**src/rtl/led_apb_sequencer.sv**
```systemverilog
// led_apb_sequencer: APB master that writes an 8-bit LED pattern to one
// slave register, advances the pattern per MODE, and idles PERIOD cycles.
// Ports: PCLK/PRESETn clock and async active-low reset; EN, MODE, SEED,
// PERIOD control the sequence; PSEL/PENABLE/PWRITE/PADDR/PWDATA/PRDATA form
// the APB master; BUSY (not IDLE), WR_DONE (pulse after each write access)
// and ERR (sticky readback mismatch) report status.
// Optional macro LED_SEQ_READBACK_EN adds a read-back transfer after every
// write and compares the returned byte; without it ERR is tied low.
module led_apb_sequencer #(
    parameter logic [31:0] LED_ADDR = 32'h0000_0000,
    parameter int unsigned PERIOD_W = 16
) (
    input  logic                PCLK,
    input  logic                PRESETn,
    input  logic                EN,
    input  logic [1:0]          MODE,
    input  logic [7:0]          SEED,
    input  logic [PERIOD_W-1:0] PERIOD,
    output logic                PSEL,
    output logic                PENABLE,
    output logic                PWRITE,
    output logic [31:0]         PADDR,
    output logic [31:0]         PWDATA,
    input  logic [31:0]         PRDATA,
    output logic                BUSY,
    output logic                WR_DONE,
    output logic                ERR
);

    typedef enum logic [2:0] {
        S_IDLE    = 3'd0,
        S_WAIT    = 3'd1,
        S_WSETUP  = 3'd2,
        S_WACCESS = 3'd3
`ifdef LED_SEQ_READBACK_EN
        ,
        S_RSETUP  = 3'd4,
        S_RACCESS = 3'd5
`endif
    } state_e;

    state_e              state_q, state_d;
    logic [7:0]          pat_q, pat_d;
    logic [PERIOD_W-1:0] cnt_q, cnt_d;
    logic [1:0]          mode_q, mode_d;
    logic                wr_done_q, wr_done_d;
`ifdef LED_SEQ_READBACK_EN
    logic [7:0]          wpat_q, wpat_d;
    logic                err_q, err_d;
`endif

    // Only the low byte is meaningful; the rest of the bus is ignored.
    logic prdata_unused;
    assign prdata_unused = ^PRDATA;

    function automatic logic [7:0] next_pat(input logic [1:0] m,
                                            input logic [7:0] p);
        logic [7:0] r;
        case (m)
            2'd0:    r = {p[6:0], p[7]};
            2'd1:    r = ~p;
            2'd2:    r = p + 8'd1;
            default: r = p;
        endcase
        return r;
    endfunction

    always_comb begin
        state_d   = state_q;
        pat_d     = pat_q;
        cnt_d     = cnt_q;
        mode_d    = mode_q;
        wr_done_d = 1'b0;
`ifdef LED_SEQ_READBACK_EN
        wpat_d    = wpat_q;
        err_d     = err_q;
`endif
        PSEL      = 1'b0;
        PENABLE   = 1'b0;
        PWRITE    = 1'b0;
        PADDR     = 32'h0;
        PWDATA    = 32'h0;

        case (state_q)
            S_IDLE: begin
                if (EN) begin
                    state_d = S_WSETUP;
                    pat_d   = SEED;
                    cnt_d   = '0;
                end
            end
            S_WAIT: begin
                // >= so that lowering PERIOD below cnt starts a write at once
                if (!EN) begin
                    state_d = S_IDLE;
                end else if (cnt_q >= PERIOD) begin
                    state_d = S_WSETUP;
                end else begin
                    cnt_d = cnt_q + 1'b1;
                end
            end
            S_WSETUP: begin
                PSEL    = 1'b1;
                PWRITE  = 1'b1;
                PADDR   = LED_ADDR;
                PWDATA  = {24'h0, pat_q};
                // MODE is captured here, so a change during the access
                // cycle only shapes the update after the following write.
                mode_d  = MODE;
                state_d = S_WACCESS;
            end
            S_WACCESS: begin
                PSEL      = 1'b1;
                PENABLE   = 1'b1;
                PWRITE    = 1'b1;
                PADDR     = LED_ADDR;
                PWDATA    = {24'h0, pat_q};
                pat_d     = next_pat(mode_q, pat_q);
                cnt_d     = '0;
                wr_done_d = 1'b1;
`ifdef LED_SEQ_READBACK_EN
                wpat_d    = pat_q;
                state_d   = EN ? S_RSETUP : S_IDLE;
`else
                state_d   = EN ? S_WAIT : S_IDLE;
`endif
            end
`ifdef LED_SEQ_READBACK_EN
            S_RSETUP: begin
                PSEL    = 1'b1;
                PADDR   = LED_ADDR;
                state_d = S_RACCESS;
            end
            S_RACCESS: begin
                PSEL    = 1'b1;
                PENABLE = 1'b1;
                PADDR   = LED_ADDR;
                if (PRDATA[7:0] != wpat_q) begin
                    err_d = 1'b1;
                end
                state_d = EN ? S_WAIT : S_IDLE;
            end
`endif
            default: state_d = S_IDLE;
        endcase
    end

    always_ff @(posedge PCLK or negedge PRESETn) begin
        if (!PRESETn) begin
            state_q   <= S_IDLE;
            pat_q     <= 8'h0;
            cnt_q     <= '0;
            mode_q    <= 2'd0;
            wr_done_q <= 1'b0;
`ifdef LED_SEQ_READBACK_EN
            wpat_q    <= 8'h0;
            err_q     <= 1'b0;
`endif
        end else begin
            state_q   <= state_d;
            pat_q     <= pat_d;
            cnt_q     <= cnt_d;
            mode_q    <= mode_d;
            wr_done_q <= wr_done_d;
`ifdef LED_SEQ_READBACK_EN
            wpat_q    <= wpat_d;
            err_q     <= err_d;
`endif
        end
    end

    assign BUSY    = (state_q != S_IDLE);
    assign WR_DONE = wr_done_q;
`ifdef LED_SEQ_READBACK_EN
    assign ERR     = err_q;
`else
    assign ERR     = 1'b0;
`endif

endmodule

```
**config.mk**
```make
export PLATFORM = sky130hd
export DESIGN_NAME = led_apb_sequencer
export DESIGN_NICKNAME = d
export VERILOG_FILES = /design/src/rtl/led_apb_sequencer.sv
export SDC_FILE = /design/constraint.sdc
export NUM_CORES = 1
export LEC_CHECK = 0
export CORE_MARGIN = 3
export CORE_UTILIZATION = 58
export CTS_CLUSTER_SIZE = 12
export DETAILED_ROUTE_END_ITERATION = 8
export DONT_BUFFER_PORTS = 1
export PLACE_DENSITY = 0.82
export SKIP_LAST_GASP = 1
export SLEW_MARGIN = 20
export SYNTH_ARGS = -nofsm -noshare
export SYNTH_HDL_FRONTEND = slang
export SYNTH_SLANG_ARGS = --single-unit
```
**constraint.sdc**
```tcl
create_clock -name PCLK -period 2.05 [get_ports PCLK]
set_input_delay 0.41 -clock PCLK [delete_from_list [all_inputs] [get_ports PCLK]]
set_output_delay 0.41 -clock PCLK [all_outputs]
set_load 0.01 [all_outputs]
```
# Word level (Yosys, flattened, before mapping)
# Index checks and enable logic that the tools add are counted.
[totals]
ff_bits = 30
latch_bits = 0
ram_bits = 0
mem_bits_ro = 0
in_bits = 61
output_inout_bits = 70
wordCells = 43
memories = 0
[classes]
addsub = 2
multipliers = 0
n_div = 0
n_lt_le_gt_ge = 1
eq_ne = 10
n_shift = 0
mux = 15
bitwise_logic = 1
n_reduce_logical = 9
[ops]
columns = ["op", "count"]
rows = [
  ["$mux 16", 3],
  ["$pmux 16 s3", 1],
  ["$pmux 8 s3", 1],
  ["$add 16x1->16 const B", 1],
  ["$ge 16x16->1", 1],
  ["$mux 8", 2],
  ["$pmux 8 s2", 1],
  ["$pmux 3 s4", 1],
  ["$mux 3", 3],
  ["$add 8x1->8 const B", 1],
  ["$not 8->8", 1],
  ["$eq 3x2->1 const B", 2],
  ["$ne 2x2->1 const B", 3],
  ["$reduce_bool 3->1", 2],
  ["$ne 4x4->1 const B", 1],
  ["$reduce_and 4->1", 1],
  ["$eq 3x1->1 const B", 1],
  ["$logic_not 3->1", 1],
  ["$mux 1", 3],
  ["$ne 3x3->1 const B", 1],
  ["$reduce_and 3->1", 1],
  ["$eq 2x1->1 const B", 1],
  ["$eq 2x2->1 const B", 1],
  ["$logic_not 2->1", 1],
  ["other kinds (3)", 3],
]

# Longest topological paths before layout
[depth]
ltp_word = 4
ltp_mapped = 9
mapped_depth_nobuf = 8

# Worst setup path before layout
# OpenSTA, ideal clock, no wires.
[synth_timing]
kind = "register to register"
startpoint = "reg cnt_q[0]"
endpoint = "reg cnt_q[14]"
arrival_ns = 2.054
required_ns = 1.926
slack_ns = -0.128
stages_incl_launch_ff = 10
path_buffers = 1
path_cell_list = "dfrtp_1 -> inv_1 -> ha_1 -> nand2b_4 -> a2111oi_4 -> or4b_4 -> nand3_1 -> a21o_2 -> buf_6 -> a211o_1"
[synth_between]
elab_chain_cells = 4
elab_cells_between_ends = 7
[synth_rtl]
columns = ["element", "line", "rtl"]
rows = [
  ["start: declaration", "44", "logic [PERIOD_W-1:0] cnt_q, cnt_d;"],
  ["start signal: assignment", "162", "cnt_q <= cnt_d;"],
  ["$add 16x1->16", "99", "cnt_d = cnt_q + 1'b1;"],
  ["$mux 16", "96", "end else if (cnt_q >= PERIOD) begin"],
  ["$mux 16", "94", "if (!EN) begin"],
  ["$pmux 16 s3", "84", "case (state_q)"],
]
# Parallel ways exist; a longest one is shown, timed or not. The select of a mux whose other input is x is not followed.
# A chain may end at the register's enable or synchronous reset.

# Worst setup path in the final report
[layout_timing]
startpoint = "reg cnt_q[10]"
endpoint = "reg cnt_q[3]"
[layout_between]
elab_chain_cells = 3
[layout_rtl]
columns = ["element", "line"]
rows = [
  ["$ge 16x16->1", "96"],
  ["$ne 2x2->1 (no line)", "-"],
  ["$reduce_and 4->1 (no line)", "-"],
]
# No other way between the ends.

==> qor.txt <==
Status - complete, but fails checks
Failing checks - negative setup slack
Die W - 75.6 microns
Fmax achieved - 460 MHz
Clock skew - 0.0118 ns
Die Area - 0.00572 sq mm
Floorplan row count - 24
Min Tclk post-route - 2.17 ns
Post-synthesis cell count - 335
Iteration-0 DRC Markers - 232
Syn Std Cell Area - 0.00281 sq mm
I/O pins - 131
DRC - 0
Non-Filler Instances - 417
Antenna Nets Post-Route - 0
Final core occ - 0.700
TritonCTS Buffers - 5
Total GRT Usage - 0.212
DP Wirelength - 4300 microns
Clk_lat worst skew - 0.29 ns
Core area - 0.00450 sq mm
Fillers - 333
CTS root buf - clkbuf_8
Post-synth top area cell - dfrtp_1
Slew margin rel. - 0.633
Unrepaired setup endpoints after global routing - true
Vias post-DR - 2296
Wire per inst - 14.5 microns
Area added between synthesis and finish - 12.2%
Final Cycle Share - 1.06
Final setup margin - -0.123 ns
Initial Util - 0.624
Yosys warns - 0
Worst r2r src - cnt_q[10]
Crit-path max FO - 5
Leakage - 0.00154 uW
Final WL - 6050 microns
Clock sink count - 29
Worst-Margin Slew - 0.550 ns
Die height - 75.6 microns
Routed vias/inst - 5.51
Main synth FF type - dfrtp_1
Pin count of the biggest net entering global routing - 30
Grt total ovfl - 0
Crit Reg-Reg Endpoint - cnt_q[3]
Hold Violations, Final - 0
ANT cells - 0
Commonest non-fill, non-tap cell in the layout - conb_1
WHS - 0.261 ns
Clk slew on worst S/H paths - 0.07 ns
Synth top area share - 0.258
Pre-Repair DR Iteration Count - 4
Post-DP Area - 0.00287 sq mm
Hold Crit Class - primary input to flip-flop
Setup Crit Path Kind - flip-flop to flip-flop
VDD IR-drop max - 0.00136 V
Initial antenna violation count - 0
Syn_area_per_cell - 8.39 sq um
Largest cells by area after synthesis - dfrtp_1 (26%), buf_4 (15%), ha_1 (11%), inv_1 (4.0%), nor2_1 (3.6%)
First-pass GRT wire length - 9370 microns
H-tree depth - 2
Vias in the first global route - 2144
Crit start category - flip-flop
Final setup vio count - 16
Post-Place Cells - 401
Port buffer count - 0
Synthesis-stage register bit count - 29
WP data arrival - 2.34 ns
Pwr/cell area - 1130 mW/mm^2
Nets - 451
Fin. max-slew vios - 0
Count of cell types in the netlist - 53
Seq/Total Area, Yosys - 0.258
Max Cap Violations - 0
CP Launch Point - cnt_q[10]
CTS tree - yes
Setup crit end kind - flip-flop
Worst EP required - 2.22 ns
Commonest cells after routing, fill and taps aside - conb_1 (57), inv_1 (28), buf_4 (28)
Asr flop ratio synth - 1.00
Post-place setup slack - -0.251 ns
Fraction of layout cells with a size suffix above 1 - 0.216
Reg-to-reg slack, setup - -0.12 ns
Clock tree buffer depth - 2
Routability cong. - 0.893
Reg2Reg Depth - 8
Final instance area - 0.00315 sq mm
CP Capture Point - cnt_q[3]
Number of enable-type register cells in the synthesized netlist - 0
[repair_timing]
| action | 4_1_cts | 5_1_grt |
|---|---|---|
| pin swaps | 1 | 3 |
| hold buffers | 2 | 0 |
| gates resized for setup | 11 | 8 |
| gates cloned | 1 | 1 |
| setup endpoints to repair | 28 | 28 |
| buffers inserted | 4 | 2 |
| hold endpoints to repair | 29 | 0 |
[metal layers]
layer / up-vias / track usage / wire length (microns)
met5: - / 0 / 0
met4: 0 / 0.0621 / 72
met3: 8 / 0.0633 / 438
met2: 102 / 0.359 / 3150
met1: 1073 / 0.262 / 2390
li1: 1113 / - / -
[worst min path at each step]
stage,start,to,slack [ns],cells after the start
2_1_floorplan,PRESETn,WR_DONE,0.11,0
3_3_place_gp,PRESETn,WR_DONE,0.12,0
3_5_place_dp,PRESETn,WR_DONE,0.12,0
4_1_cts,MODE[0],mode_q[0],0.25,2
5_1_grt,MODE[0],mode_q[0],0.27,2
6_report,MODE[0],mode_q[0],0.26,2
[sequential cells by signal, indices dropped and copies added, names as in the netlist]
signal	cells
cnt_q	16
pat_q	8
mode_q	2
state_q	2
WR_DONE	1
[metrics by stage]
step / power (uW) / setup TNS, ns
detailed placement: 2890 / -2.87
CTS: 3440 / -1.10
floorplan: 2600 / 0
global placement: 2830 / -1.90
global route: 3870 / -2.59
finish: 3550 / -1.24
[synthesized netlist by cell type, types with 3 or more instances]
library cell / n
inv_1: 30
clkbuf_1: 8
nor2b_1: 7
mux2i_1: 6
dfrtp_1: 29
mux2_2: 4
buf_4: 58
nand4_1: 5
a2bb2oi_1: 5
nand2_1: 24
nor3_1: 5
nand3_1: 11
ha_1: 25
a21oi_1: 15
nor2_1: 27
nor3_2: 3
o21ai_0: 15
o22ai_1: 4
o22a_1: 8
[worst max-delay path, cell delays in order (launching register included)]
cell and delay, ns:
dfrtp_1 0.40, ha_1 0.30, nand2_2 0.08, nor3_4 0.19, or4b_4 0.55, nand4b_4 0.17
buf_12 0.13, nor2_1 0.04, o22a_1 0.18
[logic make-up after synthesis]
family                   share of synthesized area
AND/OR/NAND/NOR                              0.199
flip-flops                                   0.258
adder cells (fa/ha/maj)                      0.111
multiplexers                                0.0374
XOR/XNOR                                   0.00935
other                                      0.00133
buffers and inverters                        0.214
AO/OA/AOI/OAI                                0.170
[report_power, final]
group	leakage [uW]	switching [uW]	internal (uW)	total [uW]
Sequential	0.000373	197	734	931
Combinational	0.00113	1240	904	2140
Clock	0.0000443	214	266	479
[area by class of cell]
cell class              instances  area [sq um]  area share
repair buffers                 33           283      0.0896
multi-input cells             266          1880       0.596
clock buffers                   7          86.3      0.0274
inverters                      30           113      0.0357
flip-flops and latches         29           728       0.231
well taps                      52          65.1      0.0206
Note: power is estimated with default switching activity, not from simulation.
